**src/rtl/nios_pio_pkg.sv**
```systemverilog
// Shared definitions for the Nios PIO blocks.
// Holds the s1 word addresses, the edge-type selectors and the s1 read latency.
package nios_pio_pkg;

    // s1 word addresses
    localparam logic [1:0] PIO_ADDR_DATA    = 2'd0;
    localparam logic [1:0] PIO_ADDR_DIR     = 2'd1;
    localparam logic [1:0] PIO_ADDR_IRQMASK = 2'd2;
    localparam logic [1:0] PIO_ADDR_EDGECAP = 2'd3;

    // Per-bit edge selection
    localparam int EDGE_RISE = 0;
    localparam int EDGE_FALL = 1;
    localparam int EDGE_ANY  = 2;

    // readdata is valid one clk after the address is presented
    localparam int PIO_READ_LATENCY = 1;

endpackage

```
**src/rtl/pio_bit_sync.sv**
```systemverilog
// Multi-bit flip-flop synchroniser with asynchronous reset to RESET_VALUE.
// Each bit is synchronised independently, so the output is not a coherent
// bus sample. SYNC_STAGES = 0 turns the block into a wire.
//
// Ports:
//   clk      system clock
//   reset_n  asynchronous active-low reset
//   d        asynchronous input bus
//   q        synchronised output bus
module pio_bit_sync #(
    parameter int               WIDTH       = 22,
    parameter int               SYNC_STAGES = 2,
    parameter logic [WIDTH-1:0] RESET_VALUE = '0
) (
    input  logic             clk,
    input  logic             reset_n,
    input  logic [WIDTH-1:0] d,
    output logic [WIDTH-1:0] q
);

    generate
        if (SYNC_STAGES == 0) begin : g_bypass
            assign q = d;
        end else begin : g_sync
            logic [WIDTH-1:0] stage [SYNC_STAGES];

            always_ff @(posedge clk or negedge reset_n) begin
                if (!reset_n) begin
                    for (int i = 0; i < SYNC_STAGES; i++) begin
                        stage[i] <= RESET_VALUE;
                    end
                end else begin
                    stage[0] <= d;
                    for (int i = 1; i < SYNC_STAGES; i++) begin
                        stage[i] <= stage[i-1];
                    end
                end
            end

            assign q = stage[SYNC_STAGES-1];
        end
    endgenerate

endmodule

```
**src/rtl/nios_pio_status_in.sv**
```systemverilog
// Avalon-MM input PIO returning a status word from the DSP fabric to Nios.
// in_port is synchronised, edges are detected per bit and latched in a
// write-1-to-clear capture register, and a maskable level irq is raised.
// s1 map: 0 DATA (RO), 1 DIRECTION (reads 0), 2 IRQ_MASK (RW),
//         3 EDGE_CAPTURE (W1C). Zero wait states, read latency 1.
//
// Ports:
//   clk         system clock
//   reset_n     asynchronous active-low reset
//   address     s1 word address
//   chipselect  s1 select
//   write_n     s1 write strobe, active low
//   writedata   s1 write data
//   readdata    s1 read data, registered
//   in_port     status inputs, asynchronous to clk
//   irq         level interrupt, active high
module nios_pio_status_in
    import nios_pio_pkg::*;
#(
    parameter int               WIDTH       = 22,
    parameter int               SYNC_STAGES = 2,
    parameter int               EDGE_TYPE   = EDGE_RISE,
    parameter logic [WIDTH-1:0] RESET_VALUE = '0
) (
    input  logic             clk,
    input  logic             reset_n,
    input  logic [1:0]       address,
    input  logic             chipselect,
    input  logic             write_n,
    input  logic [31:0]      writedata,
    output logic [31:0]      readdata,
    input  logic [WIDTH-1:0] in_port,
    output logic             irq
);

    logic [WIDTH-1:0] in_sync;
    logic [WIDTH-1:0] in_hist;
    logic [WIDTH-1:0] edge_rise;
    logic [WIDTH-1:0] edge_fall;
    logic [WIDTH-1:0] edge_det;
    logic [WIDTH-1:0] edge_capture;
    logic [WIDTH-1:0] irq_mask;
    logic [WIDTH-1:0] cap_clr;
    logic [31:0]      rd_mux;
    logic             wr;
    logic             unused_writedata;

    // Upper writedata bits beyond WIDTH have no destination.
    assign unused_writedata = &{1'b0, writedata};

    pio_bit_sync #(
        .WIDTH       (WIDTH),
        .SYNC_STAGES (SYNC_STAGES),
        .RESET_VALUE (RESET_VALUE)
    ) u_sync (
        .clk     (clk),
        .reset_n (reset_n),
        .d       (in_port),
        .q       (in_sync)
    );

    always_ff @(posedge clk or negedge reset_n) begin
        if (!reset_n) begin
            in_hist <= RESET_VALUE;
        end else begin
            in_hist <= in_sync;
        end
    end

    assign edge_rise = in_sync & ~in_hist;
    assign edge_fall = ~in_sync & in_hist;

    always_comb begin
        edge_det = edge_rise;
        case (EDGE_TYPE)
            EDGE_FALL: edge_det = edge_fall;
            EDGE_ANY:  edge_det = edge_rise | edge_fall;
            default:   edge_det = edge_rise;
        endcase
    end

    assign wr      = chipselect & ~write_n;
    assign cap_clr = (wr && address == PIO_ADDR_EDGECAP) ? writedata[WIDTH-1:0] : '0;

    // Clear is applied before set, so an edge arriving together with a
    // clear of the same bit keeps the bit at 1.
    always_ff @(posedge clk or negedge reset_n) begin
        if (!reset_n) begin
            edge_capture <= '0;
            irq_mask     <= '0;
        end else begin
            edge_capture <= (edge_capture & ~cap_clr) | edge_det;
            if (wr && address == PIO_ADDR_IRQMASK) begin
                irq_mask <= writedata[WIDTH-1:0];
            end
        end
    end

    always_comb begin
        rd_mux = '0;
        case (address)
            PIO_ADDR_DATA:    rd_mux[WIDTH-1:0] = in_sync;
            PIO_ADDR_IRQMASK: rd_mux[WIDTH-1:0] = irq_mask;
            PIO_ADDR_EDGECAP: rd_mux[WIDTH-1:0] = edge_capture;
            default:          rd_mux = '0;
        endcase
    end

    // readdata is refreshed every clk regardless of chipselect; the master
    // only looks at it one cycle after issuing a read.
    always_ff @(posedge clk or negedge reset_n) begin
        if (!reset_n) begin
            readdata <= '0;
            irq      <= 1'b0;
        end else begin
            readdata <= rd_mux;
            irq      <= |(edge_capture & irq_mask);
        end
    end

endmodule

```
**config.mk**
```make
export PLATFORM = sky130hd
export DESIGN_NAME = nios_pio_status_in
export DESIGN_NICKNAME = d
export VERILOG_FILES = /design/src/rtl/nios_pio_pkg.sv /design/src/rtl/pio_bit_sync.sv /design/src/rtl/nios_pio_status_in.sv
export SDC_FILE = /design/constraint.sdc
export NUM_CORES = 1
export LEC_CHECK = 0
export BUFFER_PORTS_ARGS = -buffer_cell sky130_fd_sc_hd__buf_2
export CAP_MARGIN = 20
export CORE_ASPECT_RATIO = 0.9
export CORE_MARGIN = 1.5
export CORE_UTILIZATION = 25
export CTS_BUF_LIST = sky130_fd_sc_hd__clkbuf_4 sky130_fd_sc_hd__clkbuf_8 sky130_fd_sc_hd__clkbuf_16
export CTS_CLUSTER_SIZE = 25
export DETAILED_ROUTE_END_ITERATION = 7
export SETUP_SLACK_MARGIN = 0.3
export SYNTH_ARGS = -nofsm -noshare
export SYNTH_HDL_FRONTEND = slang
export SYNTH_SLANG_ARGS = --single-unit
```
**constraint.sdc**
```tcl
create_clock -name clk -period 1.3 [get_ports clk]
set_clock_uncertainty 0.05 [all_clocks]
set_input_delay 0.065 -clock clk [delete_from_list [all_inputs] [get_ports clk]]
set_output_delay 0.065 -clock clk [all_outputs]
set_load 0.05 [all_outputs]
```
==> metrics.md <==
| Metric | Value |
|---|---|
| Outcome | finished with violations |
| Failing checks | setup timing |
| Min-Delay Path Class | in2async |
| Core area | 0.0185 mm^2 |
| Final Non-Filler Cells | 737 |
| Sw Share | 0.251 |
| Sequential area share after synthesis | 0.699 |
| Worst setup EP type | flip-flop |
| H-tree Lvls | 4 |
| Syn. warnings | 0 |
| Slew @ Worst Pin | 0.815 ns |
| Seq pwr share | 0.417 |
| CTS tree | yes |
| Area Overhead vs Synth | 46.2% |
| Worst-path maximum fanout | 2 |
| Share of layout cells above drive strength 1 | 0.372 |
| Clock power share | 0.425 |
| Most frequent cell after synthesis | dfrtp_1 |
| Initial antenna violation count | 0 |
| DRC | 0 |
| Max stage delay on crit path | 0.38 ns |
| Routability Congestion | 0.749 |
| Psw | 2880 uW |
| CTS Sinks | 133 |
| WS Path Type | reg2reg |
| RSZ-0062 raised after global routing | true |
| Grt total ovfl | 0 |
| IR Drop Worst-Case VDD | 0.853 mV |
| Yosys top cell by area | dfrtp_1 |
| WP data arrival | 1.62 ns |
| Setup crit start kind | flip-flop |
| Post-synth EDFFs | 0 |
| IO Port Bufs | 72 |
| CP Cell Sequence | a22o_1, a221oi_2, buf_4, and4_1, nand4_1 |
| Final Max Tran Viols | 0 |
| Detailed Place HPWL | 7410 um |
| Die Width | 148 um |
| Main synth FF type | dfrtp_1 |
| Clk Latency, worst-skew pair | 0.42 ns |
| CTS Buffer Depth | 2 |
| Clk root buf | clkbuf_16 |
| DR pass1 iterations | 4 |
| Final number of hold-violating endpoints | 0 |
| Ranking of synthesized cells by area | dfrtp_1 70%, mux2_4 6.3%, mux2_2 5.7% |
| Drt initial violations | 110 |
| Period Utilization, post-route | 1.08 |
| Critical path data required time | 1.52 ns |
| Post-synth ARST share | 1.00 |
| Dpl ws | -0.138 ns |
| Dpl cells | 659 |
| Int Pwr | 8600 uW |
| Io pins | 93 |
| Clock-pin slew on the worst setup and hold paths | 0.06 ns |
| Leakage | 0.00331 uW |
| Site Rows | 47 |
| Fillers | 1,775 |
| Flop and latch count out of synthesis | 133 |
| Pin count of the biggest net entering global routing | 36 |
| CTS buffer count | 17 |
| Cell Pwr Density | 1650 mW/mm^2 |
| Peak Freq | 714 MHz |
| Post-Syn Area | 0.00476 mm^2 |
| Crit-path slowest cell | dfrtp_1 |
| Initial Utilization | 0.257 |
| Drt wl/cell | 15.0 um |
| Synth cell types | 20 |
| DRT Wirelength | 11,100 um |
| Die Footprint | 0.0199 mm^2 |
| Combinational power share | 0.158 |
| Post-DRT Antenna Nets | 0 |
| Top cell type's share of synthesized area | 0.699 |
| Vias in the first global route | 3,394 |
| First-pass GRT wire length | 17,900 um |
| Synth top cells by count | 133 x dfrtp_1, 44 x nand2_1, 26 x a22o_1 |
| Final Setup Violations | 1 |
| Die Y | 134 um |
| Via count | 3,045 |
| GRT Total Usage | 0.121 |
| Nets | 539 |
| Cells after Synth | 326 |
| Max cap viols | 0 |
| DR vias/cell | 4.13 |
| Antenna cells | 0 |
| Minimum clock period | 1.40 ns |
| Syn Area/Cell | 14.6 um^2 |
| Setup ws final | -0.0999 ns |
| Slew Limit Headroom | 0.456 |
## critical path, delay by kind of cell, from the launching register on
| kind | cells | cell delay, ns |
|---|---|---|
| buffers and inverters | 1 | 0.16 |
| AOI/OAI and AO/OA | 2 | 0.41 |
| and+or+nand+nor | 2 | 0.26 |
| DFF | 1 | 0.38 |
## final timing paths
kind | startpoint | depth (start not counted) | slack, ns | end
min in group clk | address[1] | 3 | 0.17 | readdata[21]
max in group asynchronous | reset_n | 3 | 0.61 | in_hist[17]
worst min register to register | u_sync.g_sync.stage[37] | 0 | 0.29 | u_sync.q[15]
worst max register to register | irq_mask[13] | 5 | -0.1 | irq
worst min-delay path | reset_n | 2 | 0.06 | u_sync.q[4]
worst max-delay path | irq_mask[13] | 5 | -0.1 | irq
## routing by layer
metal / global-route usage / part of all wire / wire (um) / up-vias
met3: 0.0374 / 0.033 / 363 / 18
met2: 0.193 / 0.50 / 5520 / 72
met1: 0.153 / 0.45 / 5030 / 1562
met4: 0.0479 / 0.016 / 172 / 0
met5: 0 / 0 / 0 / -
li1: - / - / - / 1393
## cells by family after synthesis
kind of cell           count (synthesis)  share of synthesized area
muxes                                 44                      0.120
other                                  1                   0.000788
buffers and inverters                 44                     0.0528
and+or+nand+nor                       49                     0.0442
DFF                                  133                      0.699
AOI/OAI and AO/OA                     55                     0.0831
## layout make-up
type                    instances  area, um^2  share of cell area
clock buffers                  19         453              0.0651
well taps                     245         307              0.0440
inverters                      22        82.6              0.0119
multi-input cells             158        1320               0.190
flip-flops and latches        133        3330               0.478
repair buffers                147        1310               0.189
clock inverters                13         156              0.0225
## cell usage in the layout, fill, tap and decap left out, types with 2 or more instances in the layout
cell,count
a221oi_2,3
a22o_1,26
a22oi_1,3
buf_12,5
buf_2,48
buf_4,9
buf_6,39
bufinv_16,3
clkbuf_16,17
clkbuf_8,2
clkinv_2,4
clkinvlp_4,5
conb_1,10
dfrtp_1,133
dlygate4sd3_1,45
inv_1,22
mux2_4,43
nand2_1,44
o21ai_0,22
## power groups by stage
| stage | registers [uW] | logic [uW] | clock network, uW |
|---|---|---|---|
| floorplan | 5040 | 662 | 0 |
| global placement | 4800 | 1450 | 0 |
| detailed placement | 4810 | 1490 | 0 |
| CTS | 4790 | 1810 | 4970 |
| global route | 4830 | 1950 | 5190 |
| finish | 4790 | 1820 | 4880 |
## sequential cells by signal, summed over array words and instances (netlist names)
name and count:
u_sync.q 22, irq 1, edge_capture 22, irq_mask 22, in_hist 22, readdata 22
u_sync.g_sync.stage 22
## timing repair
action / 4_1_cts / 5_1_grt
endpoints found under the setup margin: 42 / 46
gates cloned: 0 / 0
endpoints found under the hold margin: 199 / 0
pin swaps: 1 / 0
hold buffers: 45 / 0
resized for setup: 78 / 7
setup buffers: 0 / 1
## stage by stage
step / utilization / hold WS [ns] / area [um^2] / total power (uW) / TNS [ns]
2_1_floorplan: - / -0.281 / 4810 / 5700 / 0
3_3_place_gp: 0.301 / -0.0669 / 5580 / 6250 / -5.42
3_5_place_dp: 0.302 / -0.0627 / 5600 / 6300 / -0.763
4_1_cts: 0.374 / 0.0605 / 6930 / 11600 / -0.0983
5_1_grt: 0.376 / 0.0801 / 6960 / 12000 / -0.180
6_report: 0.376 / 0.0562 / 6960 / 11500 / -0.0999
Power figures use the tool's default switching activity.
